==> config.mk <==
export PLATFORM = sky130hd
export DESIGN_NAME = ind_led_bank_flat
export DESIGN_NICKNAME = d
export VERILOG_FILES = /design/src/rtl/ind_led_bank_if.sv /design/src/rtl/ind_led_bank.sv /design/src/flat_wrapper.sv
export SDC_FILE = /design/constraint.sdc
export NUM_CORES = 1
export LEC_CHECK = 0
export ABC_AREA = 1
export CORE_AREA = 2 2 80 82
export DETAILED_ROUTE_END_ITERATION = 16
export DIE_AREA = 0 0 82 84
export DONT_BUFFER_PORTS = 1
export GPL_TIMING_DRIVEN = 0
export PLACE_DENSITY = 0.64
export SYNTH_ARGS = -nofsm -noshare
export SYNTH_HDL_FRONTEND = slang
export SYNTH_SLANG_ARGS = --single-unit
==> constraint.sdc <==
create_clock -name clk -period 2.15 [get_ports clk]
set_clock_uncertainty 0.05 [all_clocks]
set_input_delay 0.43 -clock clk [delete_from_list [all_inputs] [get_ports clk]]
set_output_delay 0.43 -clock clk [all_outputs]
set_load 0.05 [all_outputs]
==> src/rtl/ind_led_bank_if.sv <==
// Peripheral bus between the CPU side and the LED bank: strobes, address,
// write data and registered read data.
interface ind_led_bank_if;
    logic       cs;
    logic       rd;
    logic       wr;
    logic [3:0] addr;
    logic [7:0] d_in;
    logic [7:0] d_out;

    modport master (
        output cs,
        output rd,
        output wr,
        output addr,
        output d_in,
        input  d_out
    );

    modport slave (
        input  cs,
        input  rd,
        input  wr,
        input  addr,
        input  d_in,
        output d_out
    );
endinterface

==> src/rtl/ind_led_bank.sv <==
// Bank of N_LED bus-programmable indicator channels (off/on/blink/counted burst)
// sharing one blink prescaler, with global enable, output inversion and readback.
module ind_led_bank #(
    parameter int unsigned N_LED     = 2,
    parameter int unsigned BLINK_DIV = 25000000,
    parameter int unsigned DIV_W     = 25
) (
    input  logic             clk,
    input  logic             rst,
    ind_led_bank_if.slave    bus,
    output logic [N_LED-1:0] led
);
    localparam logic [3:0]       ADDR_GLOBAL = 4'h8;
    localparam logic [3:0]       ADDR_ID     = 4'hF;
    localparam logic [DIV_W-1:0] DIV_LAST    = DIV_W'(BLINK_DIV - 1);

    logic [N_LED-1:0][1:0] mode_q, mode_d;
    logic [N_LED-1:0][3:0] cnt_q, cnt_d;
    logic [N_LED-1:0]      phase_q, phase_d;
    logic [N_LED-1:0]      led_q, led_d;
    logic [DIV_W-1:0]      div_q, div_d;
    logic                  en_q, en_d;
    logic                  inv_q, inv_d;
    logic                  wr_q;
    logic [7:0]            d_out_q, d_out_d;

    logic       wr_act, commit, rd_act, tick;
    logic [7:0] rdata;
    logic       unused_d_in;

    assign unused_d_in = ^bus.d_in[7:6];

    always_comb begin
        wr_act = bus.cs & bus.wr;
        commit = wr_act & ~wr_q;
        rd_act = bus.cs & bus.rd & ~bus.wr;
        tick   = en_q && (div_q == DIV_LAST);

        div_d   = div_q;
        en_d    = en_q;
        inv_d   = inv_q;
        mode_d  = mode_q;
        cnt_d   = cnt_q;
        phase_d = phase_q;
        led_d   = '0;
        rdata   = 8'h00;

        if (en_q) begin
            div_d = tick ? '0 : div_q + DIV_W'(1);
        end

        for (int i = 0; i < N_LED; i++) begin
            if (tick) begin
                phase_d[i] = ~phase_q[i];
                // Burst counts each completed pulse on its falling phase.
                if (mode_q[i] == 2'b11 && phase_q[i]) begin
                    cnt_d[i] = cnt_q[i] - 4'd1;
                    if (cnt_q[i] <= 4'd1) begin
                        cnt_d[i]  = 4'd0;
                        mode_d[i] = 2'b00;
                    end
                end
            end

            if (commit && bus.addr == 4'(i)) begin
                mode_d[i] = bus.d_in[1:0];
                cnt_d[i]  = bus.d_in[5:2];
                // Restart the prescaler so the first lit half-period is full length.
                if (bus.d_in[1]) begin
                    phase_d[i] = 1'b1;
                    div_d      = '0;
                end
                if (bus.d_in[1:0] == 2'b11 && bus.d_in[5:2] == 4'd0) begin
                    mode_d[i] = 2'b00;
                end
            end

            if (bus.addr == 4'(i)) begin
                rdata = {2'b00, cnt_q[i], mode_q[i]};
            end

            led_d[i] = (en_q & ((mode_q[i] == 2'b01) | (mode_q[i][1] & phase_q[i]))) ^ inv_q;
        end

        if (commit && bus.addr == ADDR_GLOBAL) begin
            en_d  = bus.d_in[0];
            inv_d = bus.d_in[1];
        end

        if (bus.addr == ADDR_GLOBAL) begin
            rdata = {6'b000000, inv_q, en_q};
        end else if (bus.addr == ADDR_ID) begin
            rdata = 8'(N_LED);
        end

        d_out_d = rd_act ? rdata : 8'h00;
    end

    always_ff @(posedge clk or negedge rst) begin
        if (!rst) begin
            mode_q  <= '0;
            cnt_q   <= '0;
            phase_q <= '0;
            led_q   <= '0;
            div_q   <= '0;
            en_q    <= 1'b1;
            inv_q   <= 1'b0;
            wr_q    <= 1'b0;
            d_out_q <= 8'h00;
        end else begin
            mode_q  <= mode_d;
            cnt_q   <= cnt_d;
            phase_q <= phase_d;
            led_q   <= led_d;
            div_q   <= div_d;
            en_q    <= en_d;
            inv_q   <= inv_d;
            wr_q    <= wr_act;
            d_out_q <= d_out_d;
        end
    end

    assign led       = led_q;
    assign bus.d_out = d_out_q;
endmodule

==> src/flat_wrapper.sv <==
// flat-port wrapper written by rule: the top's interface ports become plain ports
module ind_led_bank_flat 
#(
    parameter int unsigned N_LED     = 2,
    parameter int unsigned BLINK_DIV = 25000000,
    parameter int unsigned DIV_W     = 25
)
  (clk, rst, led, bus_cs, bus_rd, bus_wr, bus_addr, bus_d_in, bus_d_out);
  ind_led_bank_if bus_i ();
  input  logic clk;
  input  logic rst;
  output logic [N_LED-1:0] led;
  input wire logic [$bits(bus_i.cs)-1:0] bus_cs;
  input wire logic [$bits(bus_i.rd)-1:0] bus_rd;
  input wire logic [$bits(bus_i.wr)-1:0] bus_wr;
  input wire logic [$bits(bus_i.addr)-1:0] bus_addr;
  input wire logic [$bits(bus_i.d_in)-1:0] bus_d_in;
  output wire logic [$bits(bus_i.d_out)-1:0] bus_d_out;
  assign bus_i.cs = bus_cs;
  assign bus_i.rd = bus_rd;
  assign bus_i.wr = bus_wr;
  assign bus_i.addr = bus_addr;
  assign bus_i.d_in = bus_d_in;
  assign bus_d_out = bus_i.d_out;
  ind_led_bank #(.N_LED(N_LED), .BLINK_DIV(BLINK_DIV), .DIV_W(DIV_W)) u_core (.clk(clk), .rst(rst), .bus(bus_i), .led(led));
endmodule
==> results.md <==
* RSZ-0062 raised after global routing: no
* Layout cells sized above 1 at 11.0%
* CTS Buf Count at 5
* Post-DR vias/cell at 4.90
* Setup TNS at 0 ns
* Synth Instances at 397
* Crit path max fanout at 9
* Status: finished, final reports clean
* Power Density at 689 nW/um2
* Distinct cells, synth at 29
* First-pass GRT wire length at 9830 um
* Final GP Congestion at 0.792
* DRT Wirelength at 5750 um
* CORE AREA at 6100 um2
* # IOs at 27
* Pre-Repair DR Iteration Count at 4
* IO buf count at 0
* Hold Violations, Final at 0
* Global Route Usage Sum at 18.4%
* Largest net degree at the start of global routing at between 50 and 60
* Vias at 2378
* Leakage power at between 1.5 and 2 nW
* Post-DP HPWL at 4300 um
* Clk buf depth at 2
* Crit share post-route at between 80% and 90%
* Placed insts at between 400 and 500
* Req. time, crit path at between 2 and 2.5 ns
* Register area share after synthesis at a little over two fifths
* Row count at 29
* Die width at 82 um
* Worst ir drop on vdd at approximately 0.46 mV
* Data arrival, critical path at 1.94 ns
* Routed len/inst at 11.9 um
* Fin nets at 429
* Post CTS Setup Buffer Count at 0
* CP Launch Type: flip-flop
* Diodes inserted at 0
* H-tree Lvls at 2
* Vias in the first global route at 2221
* CTS tree: built
* Initial core utilization at 47.8%
* Area grow syn2layout at 8.50%
* Die height at 84 um
* Achievable Freq at about 0.56 GHz
* Die ar. at between 6000 and 7000 um2
* CP Class: reg -> reg
* Clock slew at reported path FFs at about 0.090 ns
* Clock latency at the later pin of the worst-skew pair at about 0.31 ns
* Detail Route Antenna Nets at 0
* Root Buffer: clkbuf_8
* Final Critical Period at about 1.8 ns
* Yosys warnings at 0
* Initial antenna violation count at 0
* Slew Viols, Final at 0
* Max-cap violations at 0
* Post-synthesis instance area at between 2000 and 3000 um2
* Clk sink count at 50
* Avg Inst Size Synth at 7.34 um2
* Final setup vio count at 0
* Yosys reg bits at 50
* Grt ovf at 0
* Non-filler cells, final at ~490
* Place WS at roughly 0.36 ns
* Final WS setup at 0.362 ns
* CP endpoint kind: flip-flop
* HP Class: in -> reg
* Remaining routing DRC violations at 0
* Number of DRC markers in iteration 0 at 106
-- metrics by stage --
stage          area (um2)  power [mW]  util, %  hold slack [ns]
3_3_place_gp         3020        1.49     49.5           0.0861
4_1_cts              3160        2.21     51.9            0.201
2_1_floorplan        2920        1.44        -           0.0844
3_5_place_dp         3020        1.50     49.5           0.0860
5_1_grt              3160        2.32     51.9            0.201
6_report             3160        2.18     51.9            0.221
-- cells in the mapped netlist, drive strengths merged --
cell / instances / area (um2)
ha: 5 / 62.6
xnor2: 3 / 26.3
nand4: 6 / 43.8
conb: 1 / 3.75
inv: 60 / 225
buf: 4 / 41.3
nand2: 124 / 515
xor2: 10 / 87.6
a21oi: 12 / 63.8
nor2: 67 / 297
o21ai: 13 / 65.1
dfstp: 1 / 26.3
dfrtp: 49 / 1230
or2: 2 / 12.5
nor3: 10 / 55.1
o22ai: 9 / 56.3
nand3: 19 / 95.1
nor4: 2 / 12.5
-- worst max-delay path: stages (launching register included) --
cell and delay (ns):
dfstp_2 0.53, buf_6 0.14, inv_2 0.07, nor2_2 0.17
nand2_2 0.13, nor2_1 0.34, nand3_1 0.12, nand2_1 0.09
nor2_1 0.04
-- cells by family after synthesis --
logic type      share of synthesized area [%]
flops                                    43.0
compound gates                           6.35
xor+xnor                                 3.91
simple gates                             35.4
other cells                             0.129
fa+ha+maj                                2.15
buf+inv                                  9.14
-- cell usage in the layout (no fill, tap or decap), types with 9 or more instances in the layout --
master / netlist / final
o22ai_1: 9 / 9
nand3_1: 19 / 19
nor2_1: 55 / 55
nor2_2: 9 / 9
nand2_1: 112 / 112
dfrtp_1: 49 / 49
nor3_1: 9 / 9
a21oi_1: 11 / 11
xor2_1: 10 / 10
o21ai_0: 12 / 12
inv_1: 55 / 55
-- state kept, by name (all words and copies together) (netlist names) --
name and cells:
u_core.div_q 25, u_core.cnt_q 8, u_core.bus.d_out 6, u_core.mode_q 4
u_core.led 2, u_core.phase_q 2, u_core.en_q 1, u_core.inv_q 1
u_core.wr_q 1
-- routing by layer --
metal  GRT usage, %  routed length (um)  vias up
li1               -                   -     1248
met1           24.3                2670     1092
met2           30.1                2850       34
met3           3.57                 187        4
met4           5.91                  45        0
met5              0                   0        -
-- timing repair --
action,4_1_cts,5_1_grt
gates resized for setup,0,0
endpoints found under the hold margin,50,0
hold buffers,2,0
-- layout make-up --
cell class                 count  area [um2]
clock buffer                   6        72.6
multi-input combinational    284        1400
tap                           77        96.3
timing repair buffer           2        37.5
buffer                         4        41.3
inverter                      60         225
sequential                    50        1250
fill                         612        2930
clock inverter                 2        37.5
-- path summary, 6_finish.rpt --
check / from / end / depth (start not counted) / slack [ns]
worst min-delay path: bus_d_in[1] / u_core.phase_q[0] / 2 / 0.22
min in group asynchronous: rst / u_core.bus.d_out[0] / 2 / 0.58
worst max-delay path: u_core.en_q / u_core.div_q[21] / 8 / 0.36
max in group asynchronous: rst / u_core.en_q / 2 / 1.21
worst min register to register: u_core.mode_q[0] / u_core.mode_q[0] / 2 / 0.43
worst max register to register: u_core.en_q / u_core.div_q[21] / 8 / 0.36
-- power breakdown --
part           total [mW]  internal, mW  switching, mW
sequential           1.15          1.03          0.122
combinational       0.357         0.144          0.213
clock               0.671         0.348          0.324
total                2.18          1.52          0.658
No activity file was read; power rests on OpenSTA's default activity.
